===== src/rtl/wb_interconnect_nxm.sv =====
// wb_interconnect_nxm: Wishbone B4 classic NMxNS interconnect, round-robin grant, mask/base decode, unmapped/timeout errors; i_m_* master side in, o_s_* slave side out, o_err_adr/o_err_cnt error log
module wb_interconnect_nxm #(
  parameter int NM = 2,
  parameter int NS = 3,
  parameter logic [NS*32-1:0] SLAVE_BASE = {32'h4000_0000, 32'h8000_0000, 32'h0000_0000},
  parameter logic [NS*32-1:0] SLAVE_MASK = {32'hFFFF_F000, 32'hFF80_0000, 32'hFFFF_0000},
  parameter int TIMEOUT = 255
) (
  input  logic             i_clk,
  input  logic             in_rst,
  input  logic [NM-1:0]    i_m_cyc,
  input  logic [NM-1:0]    i_m_stb,
  input  logic [NM-1:0]    i_m_we,
  input  logic [NM*32-1:0] i_m_adr,
  input  logic [NM*32-1:0] i_m_dat,
  input  logic [NM*4-1:0]  i_m_sel,
  output logic [NM-1:0]    o_m_ack,
  output logic [NM-1:0]    o_m_err,
  output logic [NM-1:0]    o_m_stall,
  output logic [31:0]      o_m_dat,
  output logic [NS-1:0]    o_s_cyc,
  output logic [NS-1:0]    o_s_stb,
  output logic             o_s_we,
  output logic [31:0]      o_s_adr,
  output logic [31:0]      o_s_dat,
  output logic [3:0]       o_s_sel,
  input  logic [NS-1:0]    i_s_ack,
  input  logic [NS-1:0]    i_s_stall,
  input  logic [NS*32-1:0] i_s_dat,
  output logic [31:0]      o_err_adr,
  output logic [7:0]       o_err_cnt
);
  localparam int GW = NM > 1 ? $clog2(NM) : 1;
  localparam int SW = NS > 1 ? $clog2(NS) : 1;
  localparam int TW = $clog2(TIMEOUT);
  typedef enum logic [1:0] {IDLE, ACCESS, ERR} state_t;
  state_t state, state_n;
  logic [GW-1:0] g, g_n, lp, lp_n, pick;
  logic [SW-1:0] s, s_n, hit_idx;
  logic [TW-1:0] tc, tc_n;
  logic [31:0] err_adr_n;
  logic [31:0] m_adr [NM];
  logic [31:0] m_dat [NM];
  logic [3:0] m_sel [NM];
  logic [31:0] s_dat [NS];
  logic req_any, hit, idle, acc, ack, abort, tmo, unmapped, err_inc;
  int best;
  for (genvar i = 0; i < NM; i++) begin : g_m
    assign m_adr[i] = i_m_adr[32*i +: 32];
    assign m_dat[i] = i_m_dat[32*i +: 32];
    assign m_sel[i] = i_m_sel[4*i +: 4];
  end
  for (genvar i = 0; i < NS; i++) begin : g_s
    assign s_dat[i] = i_s_dat[32*i +: 32];
  end
  always_comb begin
    req_any = 1'b0;
    pick = '0;
    best = NM;
    for (int i = 0; i < NM; i++)
      if (i_m_cyc[i] && i_m_stb[i] && ((i + NM - 1 - int'(lp)) % NM) < best) begin
        best = (i + NM - 1 - int'(lp)) % NM;
        pick = GW'(i);
        req_any = 1'b1;
      end
    hit = 1'b0;
    hit_idx = '0;
    for (int i = NS - 1; i >= 0; i--)
      if ((m_adr[pick] & SLAVE_MASK[32*i +: 32]) == SLAVE_BASE[32*i +: 32]) begin
        hit = 1'b1;
        hit_idx = SW'(i);
      end
  end
  assign idle = state == IDLE;
  assign acc = state == ACCESS;
  assign ack = i_s_ack[s];
  assign abort = ~i_m_cyc[g];
  assign tmo = acc && tc == TW'(TIMEOUT - 1) && !ack && !abort;
  assign unmapped = idle && req_any && !hit;
  assign err_inc = unmapped || tmo;
  always_comb begin
    state_n = idle ? (req_any ? (hit ? ACCESS : ERR) : IDLE) : acc ? ((abort || ack || tmo) ? IDLE : ACCESS) : IDLE;
    g_n = idle && req_any ? pick : g;
    lp_n = idle && req_any ? pick : lp;
    s_n = idle && req_any && hit ? hit_idx : s;
    tc_n = acc ? tc + TW'(1) : '0;
    err_adr_n = unmapped ? m_adr[pick] : tmo ? m_adr[g] : o_err_adr;
  end
  always_ff @(posedge i_clk)
    if (!in_rst) begin
      state <= IDLE;
      g <= '0;
      s <= '0;
      lp <= GW'(NM - 1);
      tc <= '0;
      o_err_adr <= '0;
      o_err_cnt <= '0;
    end else begin
      state <= state_n;
      g <= g_n;
      s <= s_n;
      lp <= lp_n;
      tc <= tc_n;
      o_err_adr <= err_adr_n;
      if (err_inc && o_err_cnt != 8'hFF) o_err_cnt <= o_err_cnt + 8'd1;
    end
  always_comb begin
    o_m_ack = '0;
    o_m_err = '0;
    o_m_stall = '1;
    o_m_dat = '0;
    o_s_cyc = '0;
    o_s_stb = '0;
    o_s_we = 1'b0;
    o_s_adr = '0;
    o_s_dat = '0;
    o_s_sel = '0;
    if (acc) begin
      o_s_cyc[s] = 1'b1;
      o_s_stb[s] = i_m_stb[g];
      o_s_we = i_m_we[g];
      o_s_adr = m_adr[g];
      o_s_dat = m_dat[g];
      o_s_sel = m_sel[g];
      o_m_ack[g] = ack && !abort;
      o_m_dat = s_dat[s];
      o_m_stall[g] = i_s_stall[s];
      o_m_err[g] = tmo;
    end
    if (state == ERR) o_m_err[g] = 1'b1;
  end
endmodule


===== config.mk =====
export PLATFORM = sky130hd
export DESIGN_NAME = wb_interconnect_nxm
export DESIGN_NICKNAME = d
export VERILOG_FILES = /design/src/rtl/wb_interconnect_nxm.sv
export SDC_FILE = /design/constraint.sdc
export NUM_CORES = 1
export LEC_CHECK = 0
export ABC_AREA = 1
export BUFFER_PORTS_ARGS = -buffer_cell sky130_fd_sc_hd__buf_4
export CAP_MARGIN = 15
export CORE_AREA = 2 2 156 158
export CTS_CLUSTER_DIAMETER = 80
export DETAILED_ROUTE_END_ITERATION = 10
export DIE_AREA = 0 0 158 160
export PLACE_DENSITY = 0.54
export SETUP_SLACK_MARGIN = 0.15
export SLEW_MARGIN = 40
export SYNTH_ARGS = -nofsm -noshare
export SYNTH_HDL_FRONTEND = slang
export SYNTH_SLANG_ARGS = --single-unit

===== constraint.sdc =====
create_clock -name i_clk -period 3.1 [get_ports i_clk]
set_clock_uncertainty 0.2 [all_clocks]
set_input_delay 0.775 -clock i_clk [delete_from_list [all_inputs] [get_ports i_clk]]
set_output_delay 0.775 -clock i_clk [all_outputs]
set_load 0.01 [all_outputs]

# Word level (Yosys, flattened, before mapping)
# Index checks and enable logic that the tools add are counted.
dict set report totals {
  in_bits 246
  output_inout_bits 153
  regBits 54
}
dict set report op_classes {
  order_cmp 9
  mux 57
  n_reduce_logical 23
  eq_ne 6
  bitwise_logic 12
  n_addsub 4
}
# cell n
set ops {}
lappend ops {{$mux 32} 17}
lappend ops {{$bmux 32 s2} 1}
lappend ops {{$logic_not 32->1} 1}
lappend ops {{$lt 2x32->1} 1}
lappend ops {{$eq 20x19->1 const B} 1}
lappend ops {{$mux 2} 10}
lappend ops {{$mux 1} 19}
lappend ops {{$add 8x1->8 const B} 2}
lappend ops {{$mux 4} 4}
lappend ops {{$logic_and 1x1->1} 14}
lappend ops {{$eq 9x9->1 const B} 1}
lappend ops {{$eq 8x8->1 const B} 1}
lappend ops {{$ne 8x8->1 const B} 1}
lappend ops {{$lt 2x3->1 const B} 2}
lappend ops {{$mux 3} 2}
lappend ops {{$and 2x2->2} 2}
lappend ops {{$bmux 1 s2} 2}
lappend ops {{$ge 2x2->1 const B} 2}
lappend ops {{$not 1->2} 2}
lappend ops {{$or 2x2->2} 2}
lappend ops {{$and 3x3->3} 1}
lappend ops {{$ge 3x3->1 const B} 1}
lappend ops {{$logic_or 1x1->1} 3}
lappend ops {{$not 2->3} 1}
lappend ops {{other kinds (16)} 18}

# Logic depth before layout (Yosys ltp)
# Gate-level depths: netlist of run 1.
dict set report depth {
  depth_word 20
  depth_mapped 18
}

# Least setup slack after synthesis of run 1
# OpenSTA, ideal clock, no wires.
dict set report synth_timing {
  path_type {in2out}
  start {in i_m_cyc[0]}
  end {out o_m_err[0]}
  path_stages 8
  arrival_time_ns 2.012
  path_buffers 2
  path_slack_ns 0.113
  required_ns 2.125
  path_cell_list {inv_1 > o21ai_0 > inv_1 > nor4_1 > inv_1 > buf_2 > clkbuf_1 > a21oi_1}
}
dict set report synth_via {
  elab_chain_cells 7
}
# element line_no
set synth_rtl {}
lappend synth_rtl {{start: declaration} 11} ;# input logic [NM-1:0] i_m_cyc,
lappend synth_rtl {{$mux 1 (implied by the code) * (2 in series)} 77} ;# assign abort = ~i_m_cyc[g];
lappend synth_rtl {{$logic_and 1x1->1 *} 78} ;# assign tmo = acc && tc == TW'(TIMEOUT - 1) && !ack && !abort;
lappend synth_rtl {{$and 2x2->2 (no source line) *} -}
lappend synth_rtl {{$mux 2 *} 118} ;# if (acc) begin
lappend synth_rtl {{$or 2x2->2 (no source line)} -}
lappend synth_rtl {{$mux 2 *} 130} ;# if (state == ERR) o_m_err[g] = 1'b1;
lappend synth_rtl {{end: declaration} 18} ;# output logic [NM-1:0] o_m_err,
# Mark *: on every way between the ends. The rest lies on a longest branch, timed or not. The select of a mux whose other input is x is not followed.

# Worst setup path after layout of run 1
dict set report layout_timing {
  start {reg state[0]}
  end {out o_m_err[0]}
}
dict set report layout_via {
  elab_chain_cells 8
  elab_cells_between_ends 9
}
# element line_no
set layout_rtl {}
lappend layout_rtl {{start: declaration} 37} ;# state_t state, state_n;
lappend layout_rtl {{start signal: assignment} 99} ;# state <= state_n;
lappend layout_rtl {{$eq 2x1->1} 75} ;# assign acc = state == ACCESS;
lappend layout_rtl {{$logic_and 1x1->1 (3 in series)} 78}
lappend layout_rtl {{$and 2x2->2 (no source line)} -}
lappend layout_rtl {{$mux 2} 118}
lappend layout_rtl {{$or 2x2->2 (no source line)} -}
lappend layout_rtl {{$mux 2 *} 130}
# Mark *: on every way between the ends. The rest lies on a longest branch, timed or not.

==> run metrics, run 1 <==
status=complete, no violations; total congestion overflow=0; Synth Cell Area=4877 µm²; Finished Cell Area=8612 µm²; Adder-Cell Fraction of Synth Area=0.007696; period utilisation layout=0.9249; crit-path cells=inv_1 > nor2_2 > nand4_1 > nor4_4 > buf_4 > inv_4 > a21oi_4 > buf_6; highest metal used=met4; Max Slew Vio Count=0; Max stage delay cell, worst path=dfxtp_1; WL met1=10840 µm; critical path type=flop to output pin; Avg Cell Area, Syn=5.492 µm²; Antenna diodes=0; Max-cap violations=0; die footprint=25280 µm²; hold_buf cts=0; Yosys warning count=0; Final Hold Viols=0; Post-Synth Simple-Gate Area=0.3812; met3 routed WL=1760 µm; gr usage total=0.1786; routed wire length=24440 µm; crit path DAT=1.89 ns; DP HPWL=19710 µm; worst-margin pin slew=0.6411 ns; leakage=4.555 nW; CTS H-tree depth=2; Placed Area=8359 µm²; Initial Util=0.2047; die height=160 µm; Post-Syn Instances=888; Fillers=2687; DRC viols=0; Sink Count=54; synth cell count leaders=267 x nand2_1, 132 x inv_1, 88 x o21ai_0; CP delay by family, top=simple AND/OR/NAND/NOR gates; top-area cell type share of the netlist area=0.2217; TritonCTS clock tree=done; PwrDens=250.4 nW/µm²; Worst Path Required=2.12 ns; area used by multi-input combinational logic=3104 µm²; initial antenna violation count=0; vias in the first global route=6248; post-synthesis sequential area ratio=0.2217; Power Total=0.002156 W; Peak Freq=0.3488 GHz; worst IR drop on VDD=0.2263 mV; first-pass GRT wire length=35390 µm; WL/cell=15.32 µm; ratio of cells with drive above 1 in the final layout=0.3674; XOR/XNOR Fraction of Synth Area=0.001796; complex-gate fraction of the synthesized area=0.2350; Seq cells post-synth=54; Std-Cell Rows=57; RePlAce Congestion=0.8073; Port Buffer Count=398; crit path capture type=output pin; CTS buffer count=5; largest cells by area after synthesis=dfxtp_1 22%, nand2_1 21%, inv_1 10%; unique cell type count in the Yosys netlist=30; I/O pin total=399; post-CTS setup buffers=0; CTS Buffer Depth=2; Reg area=1087 µm²; slew margin rel.=0.5726; clk slew on worst S/H paths=0.08 ns; WP buf/inv=4; Critical Path Start Type=flop; mux share of post-synthesis cell area=0; largest family of logic cells by synthesized area=simple AND/OR/NAND/NOR gates; area leader, netlist=dfxtp_1; Vias/cell=4.408; Mapped Nets=1137; Clock Tree Root=clkbuf_16; FFs w/ async S/R, synth=0; top-count cell post-synth=nand2_1; Post-synth EDFFs=0; area added between synthesis and finish=76.58%; DR vias=7031; RSZ-0062 raised after global routing=true; crit-path max FO=4; Final ANT Viol Nets=0; Primary FF master, synth=dfxtp_1; Die W=158 µm; worst hold path class=flop to flop; largest net degree at the start of global routing=67; setup violators final=0; core area=23820 µm²; final worst path period need=2.867 ns; starting DRC count in detailed routing=346; Pre-Repair DR Iteration Count=4; Nets=1519; slowest stage delay, CP=0.31 ns; Worst-Skew Late Latency=0.31 ns; wire length on met2=11640 µm
## logic make-up after synthesis
kind of cell	after synthesis
and+or+nand+nor	445
AOI/OAI and AO/OA	197
buffers and inverters	188
DFF	54
adders and majority gates	3
xor gates and xnor gates	1
## registers in the layout, summed over array words and instances, names as in the netlist
| register | count |
|---|---|
| tc | 8 |
| s | 2 |
| o_err_adr | 32 |
| g | 1 |
| o_err_cnt | 8 |
| state | 2 |
| lp | 1 |
## what timing repair did
action                                  in CTS  in global routing
gates resized for setup                     12                 13
endpoints found under the setup margin       2                 28
pin swaps                                    3                  2
## cell usage in the layout, fill, tap and decap left out, types with 2 or more instances in the layout
cell type,netlist,routed
buf_4,0,419
nand2_1,267,267
inv_1,132,128
o21ai_0,88,87
nor2_1,75,71
nand3_1,71,70
dfxtp_1,54,51
a21oi_1,44,41
a22o_1,38,38
o21ai_1,15,15
nand4_1,10,10
a31oi_1,10,10
buf_12,0,7
nor3_1,6,6
nor2_2,1,5
or2_2,5,5
clkbuf_16,0,5
inv_4,0,3
ha_1,3,3
buf_6,3,3
inv_2,1,2
nand3_2,1,2
a21oi_2,0,2
and3_1,2,2
o21a_1,2,2
nor3b_1,2,2
dfxtp_2,0,2
## area by class of cell
class                   instances  area share
repair buffers                430      0.3872
multi-input cells             646      0.3605
flip-flops and latches         54      0.1263
inverters                     133     0.05884
well taps                     324     0.04707
clock buffers                   5     0.01453
clock inverters                 3    0.005666
## worst paths after layout
path                                           from                         end  slack, ns  depth (start not counted)
worst max-delay path            state[0]$_SDFF_PN0_                  o_m_err[0]       0.23                          8
worst min register to register     tc[0]$_SDFF_PN0_            tc[0]$_SDFF_PN0_       0.28                          1
worst min-delay path               tc[0]$_SDFF_PN0_            tc[0]$_SDFF_PN0_       0.28                          1
worst max register to register  state[0]$_SDFF_PN0_  o_err_adr[23]$_SDFFE_PN0P_       0.55                         11
## layer usage
layer  GRT usage  vias to the layer above
met4     0.02703                        0
met2      0.3038                      227
met3     0.03582                       12
met5           0                        -
met1      0.2370                     3178
li1            -                     3614
## per-stage QoR
step / util / setup TNS, ns / worst slack (ns) / cells / hold slack (ns)
global route: 0.3615 / 0 / 0.1149 / 1595 / 0.3131
detailed placement: 0.3509 / -0.05299 / -0.05299 / 1587 / 0.2564
finish: 0.3615 / 0 / 0.2329 / 1595 / 0.2804
floorplan: - / 0 / 0.1126 / 888 / 0.2300
global placement: 0.3509 / -0.1327 / -0.1327 / 1587 / 0.2523
CTS: 0.3598 / 0 / 0.1286 / 1595 / 0.2812
## power breakdown
group	internal (W)	switching, W	total [W]
clock	0.000388	0.000304	0.000693
sequential	0.000739	0.0000319	0.000771
combinational	0.000373	0.000320	0.000693
total	0.00150	0.000656	0.00216
Power figures use the tool's default switching activity.
==> inputs of run 2 (changes only) <==
Settings changed: GPL_TIMING_DRIVEN from default to 0.
==> run 2 against run 1 <==
  * Sequential share of layout area down 0.39 points
  * Cell count increased by 2.9%
  * Clock power shrank 10%
  * Sequential cell count did not move
  * Count of clock-buffer cells in the layout is the same
  * Critical path type is now input pin to output pin
  * Largest power group unchanged
==> run metrics, run 2 (synthesis gave the netlist of run 1 again) <==
worst-margin pin slew=0.6981 ns (+0.05700 ns); Clock Tree Root=clkbuf_16; setup violators final=0 (unchanged); core area=23820 µm² (unchanged); Std-Cell Rows=57 (unchanged); DRC viols=0 (unchanged); Fillers=2700 (+0.48%); Worst-Skew Late Latency=0.31 ns (about the same); CTS Buffer Depth=2 (unchanged); die height=160 µm (unchanged); slew margin rel.=0.5329 (-0.03972); largest net degree at the start of global routing=20 (-70%); Critical Path Start Type=input pin; die footprint=25280 µm² (unchanged); Die W=158 µm (unchanged); Nets=1566 (+3.1%); Antenna diodes=0 (unchanged); TritonCTS clock tree=done; worst IR drop on VDD=0.2056 mV (-9.2%); final worst path period need=3.023 ns (+0.1563 ns); status=complete, no violations; CTS buffer count=5 (unchanged); Port Buffer Count=398 (unchanged); DP HPWL=22500 µm (+14%); gr usage total=0.2047 (+0.02618); area used by multi-input combinational logic=3181 µm² (+2.5%); commonest non-fill, non-tap cell in the layout=buf_4; Sink Count=54 (unchanged); DR vias=7371 (+4.8%); WL/cell=16.93 µm (+10%); Max Slew Vio Count=0 (unchanged); total congestion overflow=0 (unchanged); vias in the first global route=6938 (+11%); CTS H-tree depth=2 (unchanged); hold path cells=1 (unchanged); first-pass GRT wire length=40050 µm (+13%); crit path capture type=output pin; leakage=4.709 nW (+3.4%); Worst Reg-to-Reg Cells=13 (+2); worst hold path class=flop to flop; most frequent cells in the layout=426 x buf_4, 261 x nand2_1, 124 x inv_1; crit-path max FO=4 (unchanged); ratio of cells with drive above 1 in the final layout=0.3854 (+0.01801); RePlAce Congestion=0.8645 (+7.1%); largest register by flop count=o_err_adr; initial antenna violation count=0 (unchanged); critical path type=input pin to output pin; Final ANT Viol Nets=0 (unchanged); period utilisation layout=0.9753 (+0.05041); routed wire length=27800 µm (+14%); Max-cap violations=0 (unchanged); Pre-Repair DR Iteration Count=5 (+1); Final Hold Viols=0 (unchanged); Fin Hold WS=0.2708 ns (-0.009582 ns); top flop regs=o_err_adr x32, o_err_cnt x8, tc x8; max FFs per register=32 (unchanged); PwrDens=235.7 nW/µm² (-5.9%); Core Util, Final=0.3738 (+0.01229); Peak Freq=0.3308 GHz (-5.2%); Initial Util=0.2047 (unchanged); area added between synthesis and finish=82.58%; starting DRC count in detailed routing=466 (+35%); RSZ-0062 raised after global routing=true; I/O pin total=399 (unchanged); Worst Path Required=2.12 ns (about the same); clk slew on worst S/H paths=0.08 ns (about the same); Reg area=1090 µm² (+0.23%); crit path DAT=2.05 ns (+0.16 ns); Vias/cell=4.489 (+1.8%)
[run 2: cell types whose count changed in the layout (fill, tap and decap cells not counted), sizes merged]
cell / before / now
clkinv: 0 / 2
buf: 430 / 443
clkbuf: 5 / 39
clkinvlp: 1 / 0
bufinv: 1 / 0
[run 2: cell type report]
type	instances	share of cell area
well taps	324	0.04552
flip-flops and latches	54	0.1224
plain buffers	55	0.04075
repair buffers	422	0.3589
clock inverters	3	0.003232
multi-input cells	646	0.3572
inverters	133	0.05803
clock buffers	5	0.01405
[run 2: worst paths after layout]
kind	to	slack, ns	from
worst max register to register	o_err_adr[16]$_SDFFE_PN0P_	0.63	s[1]$_SDFFE_PN0P_
worst min register to register	tc[4]$_SDFF_PN0_	0.27	tc[4]$_SDFF_PN0_
worst max-delay path	o_m_err[0]	0.08	i_s_ack[1]
worst min-delay path	tc[4]$_SDFF_PN0_	0.27	tc[4]$_SDFF_PN0_
[run 2: where the power goes]
part	switching, W	internal, W	total (W)
clock network	0.000314	0.000310	0.000624
registers	0.0000316	0.000738	0.000770
logic	0.000336	0.000369	0.000705
[run 2: stage by stage]
step | setup TNS, ns | total power, W | setup slack [ns] | std cells | instance area [µm²]
6_report | 0 | 0.002099 | 0.07665 | 1642 | 8905
5_1_grt | 0 | 0.002211 | 0.03537 | 1642 | 8905
4_1_cts | 0 | 0.002106 | 0.06344 | 1635 | 8775
3_5_place_dp | -16.22 | 0.001465 | -0.7674 | 1610 | 8270
3_3_place_gp | -17.38 | 0.001460 | -0.7853 | 1610 | 8270
2_1_floorplan | 0 | 0.001051 | 0.1126 | 888 | 4877
[run 2: worst max-delay path: stages]
cell	delay (ns)
buf_4	0.12
nand2_4	0.05
nand3_4	0.09
nor4_4	0.36
inv_2	0.09
buf_8	0.13
clkbuf_16	0.14
a21oi_2	0.13
buf_4	0.15
[run 2: what timing repair did]
action / CTS / global route
resized for setup: 74 / 48
buffers inserted: 17 / 7
pin swaps: 10 / 8
endpoints found under the setup margin: 104 / 110
hold buffers: 0 / 0
[run 2: per-layer routing]
layer	global-route usage	share of wire
met1	0.2660	0.42
met4	0.04013	0.010
met2	0.3522	0.48
met3	0.03908	0.085
met5	0	0
==> inputs of run 3 (changes only) <==
Settings changed: CORE_AREA 2 2 156 158 to 3 3 153 155, DIE_AREA 0 0 158 160 to 0 0 156 158, GPL_TIMING_DRIVEN 0 to default, PLACE_DENSITY 0.54 to 0.56.
==> run 3 against run 2 <==
  * Cell count decreased by 5.4%
  * Utilization increased by 1.4 points
  * Critical path type is now flop to output pin
  * Sequential power about the same
  * Sequential cell count unchanged
==> run metrics, run 3 (synthesis gave the netlist of run 1 again) <==
status=complete, no violations; setup violators final=0 (unchanged); PwrDens=241.6 nW/µm² (+2.5%); total congestion overflow=0 (unchanged); commonest non-fill, non-tap cell in the layout=buf_4; combinational share of power=0.336 (about the same); Setup TNS Final=0 ns (unchanged); ratio of cells with drive above 1 in the final layout=0.3650 (-0.02044); sw frac=0.3028 (-0.02207); Initial Util=0.2221 (+0.01736); Peak Freq=0.3512 GHz (+6.2%); Psw=0.0006232 W (-8.6%); crit path DAT=1.87 ns (-0.18 ns); Placed Area=8244 µm² (-0.32%); critical path type=flop to output pin; Worst Path Required=2.12 ns (about the same); Antenna diodes=0 (unchanged); hold_buf cts=0 (unchanged); routed wire length=25160 µm (-9.5%); RSZ-0062 raised after global routing=false; Pre-Repair DR Iteration Count=5 (unchanged); die footprint=24650 µm² (-2.5%); vias in the first global route=6263 (-9.7%); final worst path period need=2.848 ns (-0.1756 ns); period utilisation layout=0.9186 (-0.05665); first-pass GRT wire length=35590 µm (-11%); RePlAce Congestion=0.8277 (-4.3%); CTS Buffer Depth=2 (unchanged); Die W=156 µm (-1.3%); Worst-Skew Late Latency=0.31 ns (about the same); DP HPWL=19750 µm (-12%); DR vias=7023 (-4.7%); area added between synthesis and finish=74.63%; largest net degree at the start of global routing=67 (+240%); max FFs per register=32 (unchanged); Max-cap violations=0 (unchanged); Seq pwr share=0.375 (+0.008); crit path capture type=output pin; CTS H-tree depth=2 (unchanged); Finished Cell Area=8517 µm² (-4.4%); Critical Path Start Type=flop; slew margin rel.=0.5563 (+0.02341); I/O pin total=399 (unchanged); worst-margin pin slew=0.6655 ns (-0.03254 ns); initial antenna violation count=0 (unchanged); core area=21960 µm² (-7.8%); Port Buffer Count=398 (unchanged); Sink Count=54 (unchanged); Final ANT Viol Nets=0 (unchanged); DRC viols=0 (unchanged); Clock Tree Root=clkbuf_16; CTS buffer count=5 (unchanged); most frequent cells in the layout=423 x buf_4, 267 x nand2_1, 128 x inv_1; starting DRC count in detailed routing=432 (-7.3%); WL/cell=16.19 µm (-4.4%); largest register by flop count=o_err_adr; die height=158 µm (-1.3%); worst hold path class=flop to flop; Final Hold Viols=0 (unchanged); top flop regs=o_err_adr x32, o_err_cnt x8, tc x8; Power Total=0.002058 W (-2.0%); Int Pwr=0.001435 W (+1.2%); TritonCTS clock tree=done; clk slew on worst S/H paths=0.08 ns (about the same); Max Slew Vio Count=0 (unchanged); Nets=1522 (-2.8%); gr usage total=0.1828 (-0.02193); worst IR drop on VDD=0.2023 mV (-1.6%); Vias/cell=4.519 (+0.67%); Fin Hold WS=0.2704 ns (-0.0003680 ns); Std-Cell Rows=54 (-5.3%); leakage=4.546 nW (-3.5%); crit-path max FO=46 (+42); Clock Power Share=0.289 (-0.008)
run 3: changes by cell type in the layout (fill, tap and decap cells not counted), sizes merged:
cell | before | now
clkbuf | 39 | 7
clkinv | 2 | 1
clkinvlp | 0 | 1
buf | 443 | 432
inv | 134 | 133
run 3: worst paths after layout:
check / cells after the start / end / slack (ns) / start
setup / recovery: 5 / o_s_dat[5] / 0.25 / g$_SDFFE_PN0P_
hold / removal: 1 / tc[0]$_SDFF_PN0_ / 0.27 / tc[0]$_SDFF_PN0_
setup reg to reg: 14 / o_err_adr[1]$_SDFFE_PN0P_ / 0.62 / lp$_SDFFE_PN1P_
hold reg to reg: 1 / tc[0]$_SDFF_PN0_ / 0.27 / tc[0]$_SDFF_PN0_
run 3: layout make-up:
type | instances | area [µm²]
Fill cell | 2424 | 13440
Tap cell | 280 | 350.3
Sequential cell | 54 | 1082
Clock inverter | 2 | 12.51
Timing Repair Buffer | 433 | 3331
Clock buffer | 6 | 138.9
Inverter | 133 | 504.2
Multi-Input combinational cell | 646 | 3098
run 3: through the flow:
stage	utilization	instances	worst slack, ns
5_1_grt	0.3879	1554	0.1547
3_5_place_dp	0.3754	1540	0.01258
2_1_floorplan	-	888	0.1126
4_1_cts	0.3828	1548	0.1539
6_report	0.3879	1554	0.2523
3_3_place_gp	0.3754	1540	-0.006228
run 3: worst max-delay path, cell delays in order, from the launching register on:
cell and delay, ns:
dfxtp_2 0.46, buf_6 0.35, nor2_2 0.10, buf_12 0.18, a22o_1 0.28, buf_4 0.17
run 3: power by group through the flow:
stage	clock, W	sequential (W)	combinational, W
floorplan	0	0.000800	0.000251
global placement	0	0.000788	0.000664
detailed placement	0	0.000787	0.000672
CTS	0.000621	0.000772	0.000675
global route	0.000646	0.000778	0.000771
finish	0.000595	0.000772	0.000691
run 3: what timing repair did:
action | CTS | global route
gates resized for setup | 3 | 15
pin swaps | 2 | 5
setup endpoints to repair | 2 | 50
gates cloned | 0 | 2
setup buffers | 0 | 4
run 3: per-layer routing:
metal,GRT usage,wire length (µm),part of all wire
met5,0,0,0
met4,0.04668,449,0.018
met3,0.04538,1915,0.076
met2,0.3095,12210,0.49
met1,0.2331,10590,0.42
